--- src/rtl/epd_timing_if.sv ---
`default_nettype none
// ============================================================================
//  Module      : epd_timing_if
//  Description : Pixel-word handshake between memif (producer) and
//                epd_timing (consumer). One 64-bit word carries 32 pixels
//                at 2 bpp; ready is a one-cycle consume pulse.
//  Revision    : 1.0  initial release
// ============================================================================
interface epd_timing_if;
    logic [63:0] pix_read;
    logic        pix_read_valid;
    logic        pix_read_ready;

    modport master (
        output pix_read,
        output pix_read_valid,
        input  pix_read_ready
    );

    modport slave (
        input  pix_read,
        input  pix_read_valid,
        output pix_read_ready
    );
endinterface
`default_nettype wire

--- src/rtl/epd_timing.sv ---
`default_nettype none
// ============================================================================
//  Module      : epd_timing
//  Description : Frame/line timing generator for EPD source and gate
//                drivers. Counts ticks (2 clk cycles each) across lines and
//                frames, decodes panel control strobes and serialises 64-bit
//                pixel words into four 16-bit source-data beats.
//  Revision    : 1.0  initial release
// ============================================================================
module epd_timing #(
    parameter int H_FP   = 2,
    parameter int H_SYNC = 2,
    parameter int H_BP   = 2,
    parameter int H_ACT  = 8,
    parameter int V_SYNC = 1,
    parameter int V_BP   = 1,
    parameter int V_ACT  = 2,
    parameter int V_FP   = 1
) (
    input  wire          clk,
    input  wire          rst,
    input  wire          en,
    epd_timing_if.slave  pix,
    output logic         vsync,
    output logic         busy,
    output logic         underflow,
    output logic         epd_gdoe,
    output logic         epd_gdclk,
    output logic         epd_gdsp,
    output logic         epd_sdclk,
    output logic         epd_sdle,
    output logic         epd_sdoe,
    output logic         epd_sdce0,
    output logic [15:0]  epd_sd
);

    // Horizontal / vertical decode boundaries, in 12-bit counter units.
    localparam logic [11:0] c_H_LAST    = 12'(H_FP + H_SYNC + H_BP + H_ACT - 1);
    localparam logic [11:0] c_V_LAST    = 12'(V_SYNC + V_BP + V_ACT + V_FP - 1);
    localparam logic [11:0] c_SDLE_ON   = 12'(H_FP);
    localparam logic [11:0] c_SDLE_OFF  = 12'(H_FP + H_SYNC);
    localparam logic [11:0] c_DATA_ON   = 12'(H_FP + H_SYNC + H_BP);
    localparam logic [11:0] c_GSP_OFF   = 12'(V_SYNC);
    localparam logic [11:0] c_ACT_V_ON  = 12'(V_SYNC + V_BP);
    localparam logic [11:0] c_ACT_V_OFF = 12'(V_SYNC + V_BP + V_ACT);

    typedef enum logic [0:0] {
        ST_IDLE = 1'b0,
        ST_RUN  = 1'b1
    } state_t;

    state_t      r_state, w_state_nxt;
    logic        r_phase, w_phase_nxt;
    logic [11:0] r_h, w_h_nxt;
    logic [11:0] r_v, w_v_nxt;
    logic        w_frame_start;

    logic        r_vsync, r_busy, r_ready, r_underflow;
    logic        r_gdoe, r_gdclk, r_gdsp, r_sdclk, r_sdle, r_sdoe, r_sdce0;
    logic [15:0] r_sd;
    logic [63:0] r_word;

    logic        w_run_nxt, w_act_nxt, w_act_cur;
    logic [1:0]  w_k_nxt, w_k_cur;
    logic [63:0] w_new_word;
    logic [15:0] w_beat;

    // A tick is a data tick when it lies in an active line past the porches.
    function automatic logic f_active(input logic run, input logic [11:0] h,
                                      input logic [11:0] v);
        return run && (v >= c_ACT_V_ON) && (v < c_ACT_V_OFF) && (h >= c_DATA_ON);
    endfunction

    // Next-state and next-counter logic; a frame ends on the last cycle of the last tick.
    always_comb begin
        w_state_nxt   = r_state;
        w_phase_nxt   = r_phase;
        w_h_nxt       = r_h;
        w_v_nxt       = r_v;
        w_frame_start = 1'b0;
        case (r_state)
            ST_IDLE: begin
                w_phase_nxt = 1'b0;
                w_h_nxt     = '0;
                w_v_nxt     = '0;
                if (en) begin
                    w_state_nxt   = ST_RUN;
                    w_frame_start = 1'b1;
                end
            end
            ST_RUN: begin
                w_phase_nxt = ~r_phase;
                if (r_phase) begin
                    if (r_h == c_H_LAST) begin
                        w_h_nxt = '0;
                        if (r_v == c_V_LAST) begin
                            w_v_nxt = '0;
                            if (en) begin
                                w_frame_start = 1'b1;
                            end else begin
                                w_state_nxt = ST_IDLE;
                            end
                        end else begin
                            w_v_nxt = r_v + 12'd1;
                        end
                    end else begin
                        w_h_nxt = r_h + 12'd1;
                    end
                end
            end
            default: w_state_nxt = ST_IDLE;
        endcase
    end

    assign w_run_nxt = (w_state_nxt == ST_RUN);
    assign w_act_nxt = f_active(w_run_nxt, w_h_nxt, w_v_nxt);
    assign w_k_nxt   = w_h_nxt[1:0] - c_DATA_ON[1:0];
    assign w_act_cur = f_active(r_state == ST_RUN, r_h, r_v);
    assign w_k_cur   = r_h[1:0] - c_DATA_ON[1:0];

    assign w_new_word = pix.pix_read_valid ? pix.pix_read : 64'h0;

    // Beat select for the word already held; beat 0 comes straight from the bus.
    always_comb begin
        w_beat = 16'h0;
        case (w_k_cur)
            2'd0: w_beat = r_word[15:0];
            2'd1: w_beat = r_word[31:16];
            2'd2: w_beat = r_word[47:32];
            2'd3: w_beat = r_word[63:48];
            default: w_beat = 16'h0;
        endcase
    end

    // State and tick counters.
    always_ff @(posedge clk) begin
        if (rst) begin
            r_state <= ST_IDLE;
            r_phase <= 1'b0;
            r_h     <= '0;
            r_v     <= '0;
        end else begin
            r_state <= w_state_nxt;
            r_phase <= w_phase_nxt;
            r_h     <= w_h_nxt;
            r_v     <= w_v_nxt;
        end
    end

    // Control strobes decoded from the upcoming tick so they line up with its first cycle.
    always_ff @(posedge clk) begin
        if (rst) begin
            r_vsync <= 1'b0;
            r_busy  <= 1'b0;
            r_ready <= 1'b0;
            r_gdoe  <= 1'b0;
            r_gdclk <= 1'b0;
            r_gdsp  <= 1'b1;
            r_sdclk <= 1'b0;
            r_sdle  <= 1'b0;
            r_sdoe  <= 1'b0;
            r_sdce0 <= 1'b1;
        end else begin
            r_vsync <= w_frame_start;
            r_busy  <= w_run_nxt;
            r_ready <= w_act_nxt && !w_phase_nxt && (w_k_nxt == 2'd0);
            r_gdoe  <= w_run_nxt;
            r_gdclk <= w_run_nxt && (w_h_nxt >= c_SDLE_ON) && (w_h_nxt < c_DATA_ON);
            r_gdsp  <= !(w_run_nxt && (w_v_nxt < c_GSP_OFF));
            r_sdclk <= w_act_nxt && w_phase_nxt;
            r_sdle  <= w_run_nxt && (w_h_nxt >= c_SDLE_ON) && (w_h_nxt < c_SDLE_OFF);
            r_sdoe  <= w_run_nxt;
            r_sdce0 <= !w_act_nxt;
        end
    end

    // Word capture and beat shift at the end of each phase-0 cycle.
    always_ff @(posedge clk) begin
        if (rst) begin
            r_word      <= '0;
            r_sd        <= '0;
            r_underflow <= 1'b0;
        end else if (!r_phase) begin
            if (w_act_cur) begin
                if (w_k_cur == 2'd0) begin
                    r_word <= w_new_word;
                    r_sd   <= w_new_word[15:0];
                    if (!pix.pix_read_valid) begin
                        r_underflow <= 1'b1;
                    end
                end else begin
                    r_sd <= w_beat;
                end
            end else begin
                r_sd <= '0;
            end
        end
    end

    assign pix.pix_read_ready = r_ready;
    assign vsync              = r_vsync;
    assign busy               = r_busy;
    assign underflow          = r_underflow;
    assign epd_gdoe           = r_gdoe;
    assign epd_gdclk          = r_gdclk;
    assign epd_gdsp           = r_gdsp;
    assign epd_sdclk          = r_sdclk;
    assign epd_sdle           = r_sdle;
    assign epd_sdoe           = r_sdoe;
    assign epd_sdce0          = r_sdce0;
    assign epd_sd             = r_sd;

endmodule
`default_nettype wire

--- src/flat_wrapper.sv ---
// flat-port wrapper written by rule: the top's interface ports become plain ports
module epd_timing_flat 
#(
    parameter int H_FP   = 2,
    parameter int H_SYNC = 2,
    parameter int H_BP   = 2,
    parameter int H_ACT  = 8,
    parameter int V_SYNC = 1,
    parameter int V_BP   = 1,
    parameter int V_ACT  = 2,
    parameter int V_FP   = 1
)
  (clk, rst, en, vsync, busy, underflow, epd_gdoe, epd_gdclk, epd_gdsp, epd_sdclk, epd_sdle, epd_sdoe, epd_sdce0, epd_sd, pix_pix_read, pix_pix_read_valid, pix_pix_read_ready);
  epd_timing_if pix_i ();
  input  wire clk;
  input  wire rst;
  input  wire en;
  output logic vsync;
  output logic busy;
  output logic underflow;
  output logic epd_gdoe;
  output logic epd_gdclk;
  output logic epd_gdsp;
  output logic epd_sdclk;
  output logic epd_sdle;
  output logic epd_sdoe;
  output logic epd_sdce0;
  output logic [15:0] epd_sd;
  input wire logic [$bits(pix_i.pix_read)-1:0] pix_pix_read;
  input wire logic [$bits(pix_i.pix_read_valid)-1:0] pix_pix_read_valid;
  output wire logic [$bits(pix_i.pix_read_ready)-1:0] pix_pix_read_ready;
  assign pix_i.pix_read = pix_pix_read;
  assign pix_i.pix_read_valid = pix_pix_read_valid;
  assign pix_pix_read_ready = pix_i.pix_read_ready;
  epd_timing #(.H_FP(H_FP), .H_SYNC(H_SYNC), .H_BP(H_BP), .H_ACT(H_ACT), .V_SYNC(V_SYNC), .V_BP(V_BP), .V_ACT(V_ACT), .V_FP(V_FP)) u_core (.clk(clk), .rst(rst), .en(en), .pix(pix_i), .vsync(vsync), .busy(busy), .underflow(underflow), .epd_gdoe(epd_gdoe), .epd_gdclk(epd_gdclk), .epd_gdsp(epd_gdsp), .epd_sdclk(epd_sdclk), .epd_sdle(epd_sdle), .epd_sdoe(epd_sdoe), .epd_sdce0(epd_sdce0), .epd_sd(epd_sd));
endmodule
--- config.mk ---
export PLATFORM = sky130hd
export DESIGN_NAME = epd_timing_flat
export DESIGN_NICKNAME = d
export VERILOG_FILES = /design/src/rtl/epd_timing_if.sv /design/src/rtl/epd_timing.sv /design/src/flat_wrapper.sv
export SDC_FILE = /design/constraint.sdc
export NUM_CORES = 1
export LEC_CHECK = 0
export CORE_MARGIN = 1
export CORE_UTILIZATION = 28
export CTS_CLUSTER_DIAMETER = 40
export DETAILED_ROUTE_END_ITERATION = 12
export SLEW_MARGIN = 0
export SYNTH_ARGS = -nofsm -noshare
export SYNTH_HDL_FRONTEND = slang
export SYNTH_SLANG_ARGS = --single-unit
--- constraint.sdc ---
create_clock -name clk -period 2.8 [get_ports clk]
set_input_delay 0.28 -clock clk [delete_from_list [all_inputs] [get_ports clk]]
set_output_delay 0.28 -clock clk [all_outputs]
set_load 0.02 [all_outputs]
==> run summary, run 1 <==
For this run, the total global-route usage over all layers was measured as 0.157. The share of total power dissipated in combinational logic is 0.065. The remaining antenna violation count after routing is 0.

The pin count of the biggest net entering global routing is 75. The highest routing layer actually used is met4. Setup repair after global routing left no endpoint under its margin. The final hold slack is ~0.45 ns. The post-CTS clock slew at the launch and capture registers of the worst setup and hold paths came out at around 0.07 ns.

The post-route minimum period is around 2.5 ns. The required time at the endpoint of the critical path is 3.08 ns. The I/O pin count came out at 95. The completed layout was analyzed and its total power is 2.80 mW. The worst pin sits at a relative slew slack of 0.212.

The final setup TNS came out at 0 ns. The static leakage came out at 1.91 nW. The part of the total power dissipated in sequential elements came out at 0.500. The number of buffers added on ports is 94. After clock tree synthesis, the setup repair step added 0 buffers. In the routed layout, each cell is associated on average with a via count of between 4 and 5.

The slowest stage of the critical path belongs to the cell nor2_1. Counting cells, the worst reg-to-reg path comes to 8. The flow ran to the end, and the final reports show no timing, DRC or antenna violations.

By count the netlist is led by dfxtp_1, nand2_1, a21oi_1. Synthesis produced a netlist with a net count of approximately 660. TritonCTS built the clock tree.

The share of power burned in the clock network is 0.435. For this run, the number of Yosys warnings is 0. The top flip-flop cell by instance count after synthesis is dfxtp_1. STA classifies the critical path endpoint as a register.

The average size of a mapped cell came out at about 8.0 um^2. The analysis attributes to net switching a power of roughly 650 uW. The critical path is of the reg2reg type. The number of fill cells in the layout is 1604. Of all flip-flops after synthesis, the portion carrying an async set or reset was 0.

The DRC violation count after routing came out at 0. 0 antenna diodes ended up in the layout. The number of maximum-capacitance constraint violations came out at 0. The number of detailed-routing iterations run before antenna repair came out at 5. The largest stage delay on the critical path is ~0.9 ns.

For the worst setup path, the data arrival time is between 2 and 3 ns. The critical path goes through inv_1 -> ha_1 -> buf_4 -> nor2_1 -> a21oi_1 -> o21ai_0 -> a22oi_1 -> nor2_1. The biggest area contributor in the post-synthesis netlist is dfxtp_1.

The sum of met3 wire segment lengths after detailed routing came out at just under 600 um. The total wire length is between 10 and 15 mm. The area of the mapped netlist came out at ~0.0047 mm^2.

Among the stages of the critical path, the cell type that occurs most often is nor2_1. The actual transition at the worst max-transition pin came out at between 1 and 1.5 ns. Along the worst hold path, the cell count comes to 2. The cell sitting at the root of the clock tree is a clkbuf_16.

The initial cell density of the core is 0.291. The number of buffers added to fix hold violations after cts came out at 0. The final cycle utilization of the critical path is 0.895. Ranked by total cell area, the synthesized netlist is headed by dfxtp_1, a21oi_1, nand3_1, nand2_1, nor2_1.

Yosys instantiated no cell more often than dfxtp_1. The buffer levels on the longest clock path is 2. The critical-path maximum fanout is 19. Of the post-synthesis cell area, the dominant cell type holds 0.420. The proportion of layout cells with a drive suffix above 1 came out at 0.0653. The register bit total from synthesis came out at between 90 and 100.

The path category of the worst min-delay check is reg2reg. CTS saw approximately 100 sinks. The final cell count without fillers came out at roughly 900.

The latest clock arrival within the worst-skew pair is 0.35 ns. The element type at the critical path start is a register. The final weighted congestion in routability-driven placement came out at around 0.87. The first-iteration detailed-routing DRC count came out at between 300 and 400. Derived from the worst setup path, the maximum achievable clock frequency is about 0.40 GHz. The routed design uses between 6 and 7 mm of met2 wire. The detailed router placed between 4000 and 5000 vias in this run.

After legalization and detailed placement, the total HPWL measured ~9.6 mm. The netlist uses between 50 and 60 different library cells. The die covers 0.0172 mm^2.

The fraction of the yosys area taken by sequential cells came out at 0.420. The net count reported at finish came out at 728. The areal power density over the cells is roughly 460 mW/mm^2. The worst-case vdd ir drop is ~0.28 mV. The number of levels the H-tree was split into is 3. The total count of max-transition violations in the final report was 0. In this run, CTS created clock tree buffers numbering 9. The number of global-route vias before repair came out at between 4000 and 5000.

The die height is 131 um. The first global-routing pass estimated approximately 22 mm of wire. The core outline area came out at about 0.016 mm^2.

The area added between synthesis and finish came out at 29.1%. Of the total power, the share spent switching nets is 0.233. The floorplan die width came out at roughly 130 um.

The number of hold violations in the final report came out at 0. Dividing the detail-routed wire length by the instance count gives about 15 um. The number of setup violations in the final report is 0.

The synthesized design contains 0 enable-type register cells. The internal power is between 2 and 2.5 mW. The detailed router put a total of 6.47 mm of wire on met1. The total global routing overflow is 0. The post-cts sizing count is 0. The end-of-flow core utilization came out at 0.375. The site row count is 46. For the final database, setup skew stands at between 0.01 and 0.015 ns. The synthesized instance count is about 590. The number of placed cells counting well taps came out at roughly 860. The number of antenna violations at the first check in global routing came out at 0.
critical path, delay by kind of cell (launching register included):
family          cells  cell delay (ns)
compound gates      3             0.46
simple gates        2             1.00
buf+inv             2             0.31
flops               1             0.47
fa+ha+maj           1             0.20
metal layers:
metal | vias up | track usage
met4 | 0 | 0.0595
li1 | 2196 | -
met2 | 106 | 0.245
met1 | 2012 | 0.212
met3 | 16 | 0.0309
met5 | - | 0
sequential cells by signal, summed over array words and instances (netlist names):
register,count
u_core.r_word,48
u_core.epd_sd,16
u_core.r_h,12
u_core.r_v,12
u_core.epd_gdclk,1
u_core.epd_gdsp,1
u_core.epd_sdce0,1
u_core.epd_sdclk,1
u_core.epd_sdle,1
u_core.pix.pix_read_ready,1
u_core.r_phase,1
u_core.r_state,1
u_core.underflow,1
u_core.vsync,1
area by class of cell:
class	count	area (um^2)	area share
sequential	98	1960	0.326
timing repair buffer	106	1030	0.170
inverter	12	45.0	0.00747
multi-input combinational	427	2430	0.403
clock buffer	10	239	0.0397
clock inverter	6	56.3	0.00934
tap	216	270	0.0448
power by group through the flow:
| stage | Combinational [mW] | Clock [mW] | Sequential [mW] |
|---|---|---|---|
| after global routing | 0.194 | 1.31 | 1.40 |
| after detailed placement | 0.183 | 0 | 1.43 |
| after global placement | 0.182 | 0 | 1.43 |
| after CTS | 0.183 | 1.25 | 1.40 |
| after floorplan | 0.0550 | 0 | 1.44 |
| final | 0.182 | 1.22 | 1.40 |
metrics by stage:
step	setup slack (ns)	area, um^2
after floorplan	0.526	4670
after global placement	0.437	5730
after detailed placement	0.315	5730
after CTS	0.308	6030
after global routing	0.0585	6030
final	0.293	6030
cell families after synthesis:
| kind of cell | synth area share |
|---|---|
| flops | 0.420 |
| simple gates | 0.270 |
| mux | 0.00911 |
| buf+inv | 0.0597 |
| fa+ha+maj | 0.0161 |
| compound gates | 0.187 |
| xor+xnor | 0.0375 |
cell usage in the layout, fill, tap and decap left out, types with 2 or more instances in the layout:
master and n:
buf_4 12, xnor2_1 13, a2111o_1 4, a22o_1 16, mux2i_1 2, and4_2 2
and2_1 2, nor4b_1 2, a21oi_1 70, nand2_1 76, o211ai_1 2, nand3_1 63
or3_1 5, inv_1 12, xor2_1 7, nand2b_1 2, a31oi_1 4, and3_2 3
nor2_1 53, or2_2 2, ha_1 6, and4_1 2, o21ai_0 22, nor3_4 2
clkinv_4 2, clkdlybuf4s50_1 93, inv_8 2, nor4_1 8, o21a_1 3, a22oi_1 15
and3_1 4, nor3_1 10, dfxtp_1 98, clkbuf_16 9, nand4_1 11
final timing paths:
kind                            slack (ns)         startpoint                 to
worst max-delay path                  0.29      u_core.r_h[1]   u_core.epd_sd[2]
worst min-delay path                  0.45  u_core.r_word[49]  u_core.r_word[49]
worst max register to register        0.29      u_core.r_h[1]   u_core.epd_sd[2]
worst min register to register        0.45  u_core.r_word[49]  u_core.r_word[49]
Power figures use the tool's default switching activity.
==> run 2, diff against run 1 <==
--- a/config.mk
+++ b/config.mk
@@ -5,6 +5,7 @@
 export SDC_FILE = /design/constraint.sdc
 export NUM_CORES = 1
 export LEC_CHECK = 0
+export ABC_AREA = 1
 export CORE_MARGIN = 1
 export CORE_UTILIZATION = 28
 export CTS_CLUSTER_DIAMETER = 40
==> run 2 against run 1 <==
Against the previous run: power is 2.3% higher; count of clock-buffer cells in the layout stayed put; utilization is 1.3 points lower; critical endpoint is now u_core.epd_gdsp; largest cell class unchanged; synthesized cell count is 20% higher; die area is 9.3% higher; design area is 7.6% higher; first-iteration DRC count is 9.4% lower; sequential power hardly changed; clock skew hardly changed.
==> run summary, run 2 <==
The relative max-transition margin is 0.370 (+0.158). The register cell area after layout was 0.00196 mm^2 (unchanged). The number of distinct standard cells referenced by the synthesized netlist is 35 (-31%). The required time at the endpoint of the critical path was 3.05 ns (-0.03 ns). The die height came to 137 um (+4.5%). The HPWL reported at the end of detailed placement was 10.1 mm (+5.9%).

The number of levels the H-tree was split into was 3 (unchanged). The worst-case vdd ir drop came to 0.281 mV (+0.20%). The number of global-route vias before repair came out at 4420 (+4.2%). The worst setup path is of the reg2reg kind. The element type at the critical path start is a register.

The mean number of vias per cell is 4.77 (-3.7%). The library cell used most frequently in the layout, excluding fill and tap cells, is nand2_1. For this design, the slowest cell found on the critical path is dfxtp_1. The number of clock sinks is 98 (unchanged). The part of the total power dissipated in sequential elements came to 0.490 (-0.010). The first-pass GRT wire length came to 22.9 mm (+5.0%).

The number of detailed-routing iterations run before antenna repair is 4 (-1). The post-route minimum period was 2.10 ns (-0.408 ns). The proportion of layout cells with a drive suffix above 1 is 0.105 (+0.0400). The number of enable-type register cells in the synthesized netlist came out at 0 (unchanged). The static leakage is 2.35 nW (+23%).

The number of setup violations in the final report came out at 0 (unchanged). The I/O pin count is 95 (unchanged). The clock root buffer master is clkbuf_16. The register with the most flip-flops in the final layout is u_core.r_word.

The internal power came out at 2.15 mW (about the same). The final setup TNS came out at 0 ns (unchanged). The switching power came to 716 uW (+9.7%). The initial cell density of the core is 0.286 (-0.00529). The average wire per standard cell came out at 14.1 um (-7.2%). The data arrival time at the worst-slack endpoint came to 2.35 ns (-0.43 ns).

The total global routing overflow is 0 (unchanged). The final cell count without fillers is 1008 (+15%). The top cell types in the final layout, fill and taps aside, are nand2_1, dfxtp_1, clkdlybuf4s50_1, inv_1, a21oi_1.

Yosys attributes the largest share of cell area to dfxtp_1, nand2_1, a21oi_1, a211oi_2, inv_1. The area share of the largest cell type after synthesis is 0.384 (-0.0363). The number of placed cells counting well taps is 992 (+15%). The average size of a mapped cell came out at 7.26 um^2 (-8.7%). STA classifies the critical path endpoint as a register. The post-CTS setup buffer count was 0 (unchanged). The share of power burned in the clock network is 0.438 (+0.003). The buffer levels on the longest clock path is 2 (unchanged). TritonCTS built the clock tree. The final worst clock skew is 0.0101 ns (-0.000485 ns). The most prevalent standard cell on the critical path is nand2_1.

The number of buffers added by the clock tree synthesis step came to 9 (unchanged). The core outline area is 0.0179 mm^2 (+11%). The register bit total from synthesis was 98 (unchanged). The flow ran to the end, and the final reports show no timing, DRC or antenna violations.

The number of buffers added to fix hold violations after cts came out at 0 (unchanged). The post-cts sizing count came to 0 (unchanged). The area of the mapped netlist is 0.00511 mm^2 (+9.5%). The count of antenna diodes in the layout is 0 (unchanged). The switching share of power was 0.250 (+0.0168). The latest clock arrival within the worst-skew pair came out at 0.36 ns (about the same).

The synthesized instance count came out at 704 (+20%). The DRC violation count after routing came out at 0 (unchanged). The total wire length is 14.2 mm (+6.9%).

The remaining antenna violation count after routing came out at 0 (unchanged). Walking the worst path, the cells encountered are buf_4 -> inv_1 -> nor2_8 -> nand2_1 -> nand3_1 -> nand2_1 -> a21oi_1 -> nand3_1 -> nor2_1 -> nand2_1. The largest stage delay on the critical path came out at 0.62 ns (-0.28 ns). The achievable frequency is 0.476 GHz (+19%).

The die area came out at 0.0188 mm^2 (+9.3%). The synthesis warning total came out at 0 (unchanged). The gate family responsible for the most delay along the worst path is simple AND/OR/NAND/NOR gates.

The share of total power in combinational logic came out at 0.072 (+0.007). The total count of max-transition violations in the final report came to 0 (unchanged). The number of hold violations in the final report is 0 (unchanged). The critical-path maximum fanout came out at 19 (unchanged). The overall via count from detail_route is 4806 (+11%). The floorplan die width came to 137 um (+4.5%). The area added between synthesis and finish is 26.8%.

The number of fill cells in the layout was 1929 (+20%). The areal power density over the cells is 442 mW/mm^2 (-4.9%). The net count reported at finish came to 848 (+16%). The post-synthesis net count is 778 (+18%).

The number of buffers added on ports is 94 (unchanged). The cell type with the largest total area after synthesis is dfxtp_1. By count the netlist is led by nand2_1, dfxtp_1, inv_1. The final cycle utilization of the critical path came out at 0.750 (-0.146). The first-iteration detailed-routing DRC count was 310 (-9.4%).

The number of buffers and inverters on the critical path came to 2 (unchanged). The total track usage came to 0.160 (+0.00277). The post-CTS clock slew at the launch and capture registers of the worst setup and hold paths was 0.07 ns (about the same). The most used flip-flop cell after synthesis is dfxtp_1. The actual transition at the worst max-transition pin is 0.944 ns (-0.233 ns).

The power after layout is 2.86 mW (+2.3%). The fraction of the yosys area taken by sequential cells was 0.384 (-0.0363). By instance count, the leading cell after synthesis is nand2_1.

The final weighted congestion in routability-driven placement is 0.917 (+5.0%). The pin count of the biggest net entering global routing came to 98 (+31%). The worst hold path belongs to the class reg2reg. The site row count came out at 49 (+6.5%). The total area of multi-input combinational cells came out at 0.00258 mm^2 (+6.4%). The number of antenna violations at the first check in global routing is 0 (unchanged).

The proportion of register bits with asynchronous set or reset after synthesis came to 0 (unchanged). The number of maximum-capacitance constraint violations came out at 0 (unchanged). Setup repair after global routing left no endpoint under its margin. The flip-flop count of the largest register, all copies and words added is 48 (unchanged).
## run 2: cell types whose count changed after synthesis, sizes merged, moves of 13 or more
cell / delta
a211oi: +47
nor2: +22
inv: +81
a21oi: +14
o22ai: +16
nand2: +54
a22o: -16
a22oi: -15
xnor2: -13
## run 2: metrics by stage
step | setup slack [ns] | utilization | cell area (um^2) | hold slack, ns
final | 0.700 | 0.362 | 6480 | 0.464
after global routing | 0.439 | 0.362 | 6480 | 0.483
after CTS | 0.696 | 0.362 | 6480 | 0.466
after detailed placement | 0.710 | 0.346 | 6190 | 0.454
after global placement | 0.722 | 0.346 | 6190 | 0.448
after floorplan | 1.06 | - | 5110 | 0.364
## run 2: area by class of cell
cell class                 count  area share
clock buffer                  10      0.0369
clock inverter                 6     0.00849
inverter                      95      0.0552
multi-input combinational    469       0.399
sequential                    98       0.303
tap                          229      0.0442
timing repair buffer         101       0.154
## run 2: per-layer routing
layer  track usage  wire [um]
met5             0          0
met4        0.0440        166
met3        0.0378        707
met2         0.257       6730
met1         0.213       6640
## run 2: power groups by stage
stage                     logic (mW)  registers (mW)  clock network [mW]
final                          0.207            1.40                1.25
after global routing           0.221            1.40                1.35
after CTS                      0.208            1.40                1.28
after detailed placement       0.207            1.43                   0
after global placement         0.208            1.43                   0
after floorplan               0.0723            1.44                   0
## run 2: worst register-to-register path: cells and delay by family (launching register included)
kind	cells	cell delay (ns)
AO/OA/AOI/OAI	1	0.15
buffers and inverters	2	0.48
AND/OR/NAND/NOR	7	0.73
flip-flops	1	0.62
## run 2: final timing paths
kind	from	to	slack, ns	depth (start not counted)
hold reg to reg	u_core.r_word[22]	u_core.r_word[22]	0.46	2
setup reg to reg	u_core.r_phase	u_core.epd_gdsp	0.70	10
setup / recovery	u_core.r_phase	u_core.epd_gdsp	0.70	10
hold / removal	u_core.r_word[22]	u_core.r_word[22]	0.46	2
## run 2: kinds of logic (layout without fill, tap and decap cells)
group | Yosys count | in the layout | share of synthesized area
flops | 98 | 98 | 0.384
fa+ha+maj | 6 | 6 | 0.0147
simple gates | 288 | 288 | 0.259
buf+inv | 137 | 212 | 0.111
compound gates | 173 | 173 | 0.228
xor+xnor | 2 | 2 | 0.00343
